### src/rtl/axil_wr_arbiter.sv
// axil_wr_arbiter: round-robin arbiter that lets S_COUNT AXI-lite write
// requesters share a single AXI-lite write slave. One transaction is in
// flight at a time; AW and W of the owner are forwarded independently and the
// B response is routed back to the owner only.
module axil_wr_arbiter #(
    parameter int S_COUNT    = 2,
    parameter int DATA_WIDTH = 32,
    parameter int ADDR_WIDTH = 32,
    parameter int STRB_WIDTH = DATA_WIDTH / 8
) (
    input  logic                             clk,
    input  logic                             rst_n,

    input  logic [S_COUNT*ADDR_WIDTH-1:0]    s_axil_awaddr,
    input  logic [S_COUNT*3-1:0]             s_axil_awprot,
    input  logic [S_COUNT-1:0]               s_axil_awvalid,
    output logic [S_COUNT-1:0]               s_axil_awready,
    input  logic [S_COUNT*DATA_WIDTH-1:0]    s_axil_wdata,
    input  logic [S_COUNT*STRB_WIDTH-1:0]    s_axil_wstrb,
    input  logic [S_COUNT-1:0]               s_axil_wvalid,
    output logic [S_COUNT-1:0]               s_axil_wready,
    output logic [S_COUNT*2-1:0]             s_axil_bresp,
    output logic [S_COUNT-1:0]               s_axil_bvalid,
    input  logic [S_COUNT-1:0]               s_axil_bready,

    output logic [ADDR_WIDTH-1:0]            m_axil_awaddr,
    output logic [2:0]                       m_axil_awprot,
    output logic                             m_axil_awvalid,
    input  logic                             m_axil_awready,
    output logic [DATA_WIDTH-1:0]            m_axil_wdata,
    output logic [STRB_WIDTH-1:0]            m_axil_wstrb,
    output logic                             m_axil_wvalid,
    input  logic                             m_axil_wready,
    input  logic [1:0]                       m_axil_bresp,
    input  logic                             m_axil_bvalid,
    output logic                             m_axil_bready,

    output logic                             grant_valid,
    output logic [$clog2(S_COUNT)-1:0]       grant_index
);

    localparam int IDX_W = $clog2(S_COUNT);

    localparam logic [1:0] ST_IDLE = 2'd0;
    localparam logic [1:0] ST_XFER = 2'd1;
    localparam logic [1:0] ST_RESP = 2'd2;

    logic [1:0]        state_q, state_d;
    logic              aw_done_q, aw_done_d;
    logic              w_done_q, w_done_d;
    logic [IDX_W-1:0]  grant_q, grant_d;
    logic [IDX_W-1:0]  last_grant_q, last_grant_d;

    logic              in_xfer;
    logic              in_resp;
    logic              aw_open;
    logic              w_open;

    logic              rr_found;
    logic [IDX_W-1:0]  rr_pick;
    logic              hi_found;
    logic [IDX_W-1:0]  hi_pick;
    logic              lo_found;
    logic [IDX_W-1:0]  lo_pick;

    logic [ADDR_WIDTH-1:0] sel_awaddr;
    logic [2:0]            sel_awprot;
    logic                  sel_awvalid;
    logic [DATA_WIDTH-1:0] sel_wdata;
    logic [STRB_WIDTH-1:0] sel_wstrb;
    logic                  sel_wvalid;
    logic                  sel_bready;

    logic              aw_hs;
    logic              w_hs;
    logic              b_hs;

    assign in_xfer = (state_q == ST_XFER);
    assign in_resp = (state_q == ST_RESP);
    assign aw_open = in_xfer && !aw_done_q;
    assign w_open  = in_xfer && !w_done_q;

    // Round-robin search: lowest requesting index above last_grant wins,
    // otherwise wrap around and take the lowest requesting index at or below it.
    always_comb begin
        hi_found = 1'b0;
        hi_pick  = '0;
        lo_found = 1'b0;
        lo_pick  = '0;
        for (int i = S_COUNT - 1; i >= 0; i--) begin
            if (s_axil_awvalid[i]) begin
                if (IDX_W'(i) > last_grant_q) begin
                    hi_found = 1'b1;
                    hi_pick  = IDX_W'(i);
                end else begin
                    lo_found = 1'b1;
                    lo_pick  = IDX_W'(i);
                end
            end
        end
        rr_found = hi_found || lo_found;
        rr_pick  = hi_found ? hi_pick : lo_pick;
    end

    // Select the owner's AW, W and bready signals out of the flattened buses.
    always_comb begin
        sel_awaddr  = '0;
        sel_awprot  = '0;
        sel_awvalid = 1'b0;
        sel_wdata   = '0;
        sel_wstrb   = '0;
        sel_wvalid  = 1'b0;
        sel_bready  = 1'b0;
        for (int i = 0; i < S_COUNT; i++) begin
            if (grant_q == IDX_W'(i)) begin
                sel_awaddr  = s_axil_awaddr[i*ADDR_WIDTH +: ADDR_WIDTH];
                sel_awprot  = s_axil_awprot[i*3 +: 3];
                sel_awvalid = s_axil_awvalid[i];
                sel_wdata   = s_axil_wdata[i*DATA_WIDTH +: DATA_WIDTH];
                sel_wstrb   = s_axil_wstrb[i*STRB_WIDTH +: STRB_WIDTH];
                sel_wvalid  = s_axil_wvalid[i];
                sel_bready  = s_axil_bready[i];
            end
        end
    end

    // Master-side outputs: each channel is forwarded only while it is still open.
    always_comb begin
        m_axil_awaddr  = aw_open ? sel_awaddr : '0;
        m_axil_awprot  = aw_open ? sel_awprot : '0;
        m_axil_awvalid = aw_open && sel_awvalid;
        m_axil_wdata   = w_open ? sel_wdata : '0;
        m_axil_wstrb   = w_open ? sel_wstrb : '0;
        m_axil_wvalid  = w_open && sel_wvalid;
        m_axil_bready  = in_resp && sel_bready;
    end

    // Requester-side outputs: only the owner ever sees ready or a response.
    always_comb begin
        s_axil_awready = '0;
        s_axil_wready  = '0;
        s_axil_bvalid  = '0;
        s_axil_bresp   = '0;
        for (int i = 0; i < S_COUNT; i++) begin
            if (grant_q == IDX_W'(i)) begin
                s_axil_awready[i]      = aw_open && m_axil_awready;
                s_axil_wready[i]       = w_open && m_axil_wready;
                s_axil_bvalid[i]       = in_resp && m_axil_bvalid;
                s_axil_bresp[i*2 +: 2] = in_resp ? m_axil_bresp : 2'b00;
            end
        end
    end

    assign aw_hs = m_axil_awvalid && m_axil_awready;
    assign w_hs  = m_axil_wvalid && m_axil_wready;
    assign b_hs  = m_axil_bvalid && m_axil_bready;

    // Next-state logic for the IDLE -> XFER -> RESP -> IDLE transaction cycle.
    always_comb begin
        state_d      = state_q;
        aw_done_d    = aw_done_q;
        w_done_d     = w_done_q;
        grant_d      = grant_q;
        last_grant_d = last_grant_q;
        case (state_q)
            ST_IDLE: begin
                if (rr_found) begin
                    grant_d   = rr_pick;
                    aw_done_d = 1'b0;
                    w_done_d  = 1'b0;
                    state_d   = ST_XFER;
                end
            end
            ST_XFER: begin
                aw_done_d = aw_done_q || aw_hs;
                w_done_d  = w_done_q || w_hs;
                if ((aw_done_q || aw_hs) && (w_done_q || w_hs)) begin
                    state_d = ST_RESP;
                end
            end
            ST_RESP: begin
                if (b_hs) begin
                    last_grant_d = grant_q;
                    state_d      = ST_IDLE;
                end
            end
            default: begin
                state_d = ST_IDLE;
            end
        endcase
    end

    // State registers; reset abandons any transaction and makes index 0 win next.
    always_ff @(posedge clk or negedge rst_n) begin
        if (!rst_n) begin
            state_q      <= ST_IDLE;
            aw_done_q    <= 1'b0;
            w_done_q     <= 1'b0;
            grant_q      <= '0;
            last_grant_q <= IDX_W'(S_COUNT - 1);
        end else begin
            state_q      <= state_d;
            aw_done_q    <= aw_done_d;
            w_done_q     <= w_done_d;
            grant_q      <= grant_d;
            last_grant_q <= last_grant_d;
        end
    end

    assign grant_valid = in_xfer || in_resp;
    assign grant_index = grant_q;

endmodule

### config.mk
export PLATFORM = sky130hd
export DESIGN_NAME = axil_wr_arbiter
export DESIGN_NICKNAME = d
export VERILOG_FILES = /design/src/rtl/axil_wr_arbiter.sv
export SDC_FILE = /design/constraint.sdc
export NUM_CORES = 1
export LEC_CHECK = 0
export CORE_AREA = 4 4 91 93
export CTS_BUF_LIST = sky130_fd_sc_hd__clkbuf_4 sky130_fd_sc_hd__clkbuf_8
export CTS_CLUSTER_DIAMETER = 50
export DETAILED_ROUTE_END_ITERATION = 7
export DIE_AREA = 0 0 95 97
export PLACE_DENSITY = 0.83
export SYNTH_ARGS = -nofsm -noshare
export SYNTH_HDL_FRONTEND = slang
export SYNTH_SLANG_ARGS = --single-unit
export TNS_END_PERCENT = 20
### constraint.sdc
create_clock -name clk -period 5.1 [get_ports clk]
set_input_delay 1.53 -clock clk [delete_from_list [all_inputs] [get_ports clk]]
set_output_delay 1.53 -clock clk [all_outputs]
set_load 0.01 [all_outputs]
==> results.sh <==
export IMPL_status="finished, final reports clean"
export IMPL_hold_viol=0
export IMPL_num_rows=32
export IMPL_path_delay_family="buffers and inverters"
export IMPL_crit_path_frequent_cell="clkdlybuf4s50_1"
export IMPL_syn2layout_area_growth_pct=158
export IMPL_postCtsHoldBufs=0
export IMPL_cts_setup_buffers=0
export IMPL_powerDensity_nw_per_um2=402
export IMPL_leakage_uw=0.00177
export IMPL_final_util_pct=54.6
export IMPL_ys_seq_area_share_pct=9.50
export IMPL_dp_cells=547
export IMPL_grt_pass1_vias=2513
export IMPL_drtIter0Drc=40
export IMPL_cts_resized=0
export IMPL_drt_pass1_iterations=4
export IMPL_syn_area_per_cell_um2=7.21
export IMPL_routabilityCongestion=0.879
export IMPL_fin_skew_ns=0.00411
export IMPL_wire_per_inst_um=16.2
export IMPL_dieWidth_um=95
export IMPL_syn_area_um2=1590
export IMPL_finalSetupViolCount=0
export IMPL_ir_drop_uv=312
export IMPL_max_freq_ghz=0.224
export IMPL_worst_path_buf_inv=2
export IMPL_die_h_um=97
export IMPL_grt_pass1_wl_um=13200
export IMPL_clk_latency_ns=0.22
export IMPL_coreArea_um2=7530
export IMPL_drv_cap=0
export IMPL_h_tree_depth=1
export IMPL_grt_start_max_net_pins=77
export IMPL_ant_nets=0
export IMPL_clockPowerShare_pct=4.9
export IMPL_ys_ff_latch=6
export IMPL_ys_flop_type="dfrtp_1"
export IMPL_cp_start_kind="input port"
export IMPL_switching_power_uw=716
export IMPL_grtUsageTotal_pct=17.9
export IMPL_cts_buffers=3
export IMPL_pwr_share_comb_pct=81.8
export IMPL_finalCritPeriodShare_pct=87.7
export IMPL_required_ns=3.57
export IMPL_io_pins=241
export IMPL_synthArstFlopShare_pct=100
export IMPL_final_setup_tns_ns=0
export IMPL_switching_share_pct=43.4
export IMPL_worstMarginPinSlew_ns=1.15
export IMPL_slew_headroom_pct=23.2
export IMPL_drive_gt1_share_pct=2.45
export IMPL_clockBufferDepth=2
export IMPL_synthDistinctLibCells=29
export IMPL_period_needed_ns=4.47
export IMPL_hold_worst_slack_ns=0.528
export IMPL_start_util_pct=21.2
export IMPL_drc=0
export IMPL_cts_sinks=6
export IMPL_grt_overflow=0
export IMPL_cts_tree="yes"
export IMPL_internal_power_uw=934
export IMPL_synth_fp_nets=381
export IMPL_rsz0062_at_grt="no"
export IMPL_vias=2433
export IMPL_critPathSlowestCell="clkdlybuf4s50_1"
export IMPL_crit_chain="clkdlybuf4s50_1, mux2i_1, nor2_1, clkdlybuf4s50_1"
export IMPL_cts_reportedPaths_clkPinSlew_ns=0.04
export IMPL_die_area_um2=9220
export IMPL_slew_viol_final=0
export IMPL_hp_class="register to register"
export IMPL_crit_arrival_ns=2.94
export IMPL_layout_nets=610
export IMPL_ff2ff_setup_slack_ns=2.73
export IMPL_synth_cells=221
export IMPL_hpwl_um=7540
export IMPL_critPathMaxStageDelay_ns=0.58
export IMPL_synth_edff_count=0
export IMPL_final_cells=551
export IMPL_n_antenna_cell=0
export IMPL_cts_root_buf="clkbuf_8"
export IMPL_ys_warn_count=0
export IMPL_critPathCaptureType="primary output"
export IMPL_path_class="input port to primary output"
export IMPL_port_buffer_count=240
export IMPL_antenna_found_initial=0
export IMPL_sequentialPowerShare_pct=13.3
export IMPL_power_uw=1650
export IMPL_cp_max_fo=6
export IMPL_vias_per_cell=4.42
export IMPL_postRouteWirelength_um=8920
worst paths after layout:
check                                   startpoint                        to  cells past startpoint
setup / recovery                 s_axil_awvalid[1]            m_axil_awvalid                      4
hold / removal              state_q[1]$_DFFE_PN0P_    state_q[1]$_DFFE_PN0P_                      1
setup reg to reg           grant_index$_DFFE_PN0P_    state_q[1]$_DFFE_PN0P_                      4
max in group asynchronous                    rst_n  last_grant_q$_DFFE_PN1P_                      1
min in group asynchronous                    rst_n   grant_index$_DFFE_PN0P_                      1
hold reg to reg             state_q[1]$_DFFE_PN0P_    state_q[1]$_DFFE_PN0P_                      1
state kept, by name, indices dropped and copies added, names as in the netlist:
register,flops
state_q,2
w_done_q,1
aw_done_q,1
grant_index,1
last_grant_q,1
cell type report:
class / count / area, um2
Inverter: 4 / 15.0
Fill cell: 726 / 3420
Clock buffer: 4 / 48.8
Tap cell: 102 / 128
Multi-Input combinational cell: 192 / 1340
Timing Repair Buffer: 243 / 2420
Sequential cell: 6 / 155
power groups by stage:
stage | logic (uW) | clock network [uW] | registers, uW
final | 1350 | 80.9 | 219
after global routing | 1460 | 84.1 | 233
after CTS | 1370 | 81.8 | 221
after detailed placement | 1360 | 0 | 222
after global placement | 1340 | 0 | 220
after floorplan | 791 | 0 | 87.2
layer usage:
metal | part of all wire (%) | wire, um | global-route usage, % | up-vias
met3 | 8.1 | 725 | 3.50 | 16
met2 | 55 | 4890 | 35.7 | 98
met1 | 35 | 3130 | 18.7 | 1112
li1 | - | - | - | 1207
met4 | 1.9 | 171 | 3.66 | 0
met5 | 0 | 0 | 0 | -
layout by cell type, fill, tap and decap left out:
master           count
clkdlybuf4s50_1    240
nor2_1              77
mux2i_1             73
nand2_1              5
ha_1                 5
inv_1                4
and3_1               4
a21oi_1              4
dfrtp_1              4
nor2b_1              3
clkbuf_8             3
buf_4                3
or2b_1               2
o31ai_1              2
a31oi_1              2
or3b_1               2
o21ai_0              2
mux2_1               2
mux2_4               1
and4b_1              1
nor3b_1              1
nor3_1               1
o21bai_1             1
a32o_1               1
nand3_1              1
o211ai_2             1
and3b_1              1
clkbuf_4             1
dfrtp_4              1
dfstp_2              1
synthesized netlist by cell type, types with 3 or more instances:
cell	number	area (um2)
inv_1	4	15.0
clkbuf_1	6	22.5
nor2_1	77	289
buf_2	8	40.0
nand2_1	5	18.8
and3_1	4	25.0
mux2i_1	73	731
ha_1	5	62.6
nor2b_1	3	18.8
a21oi_1	4	20.0
dfrtp_1	5	125
buf_1	4	15.0
kinds of logic after synthesis:
| kind of cell | share of synthesized area [%] |
|---|---|
| and+or+nand+nor | 26.4 |
| muxes | 48.2 |
| AOI/OAI and AO/OA | 5.49 |
| DFF | 9.50 |
| buffers and inverters | 6.51 |
| adders and majority gates | 3.92 |
metrics by stage:
step | area [um2] | worst slack [ns]
6_report | 4110 | 0.626
5_1_grt | 4110 | 0.479
4_1_cts | 4110 | 0.626
3_5_place_dp | 4060 | 0.639
3_3_place_gp | 4060 | 0.649
2_1_floorplan | 1590 | 1.62
(Power assumes the default switching activity.)
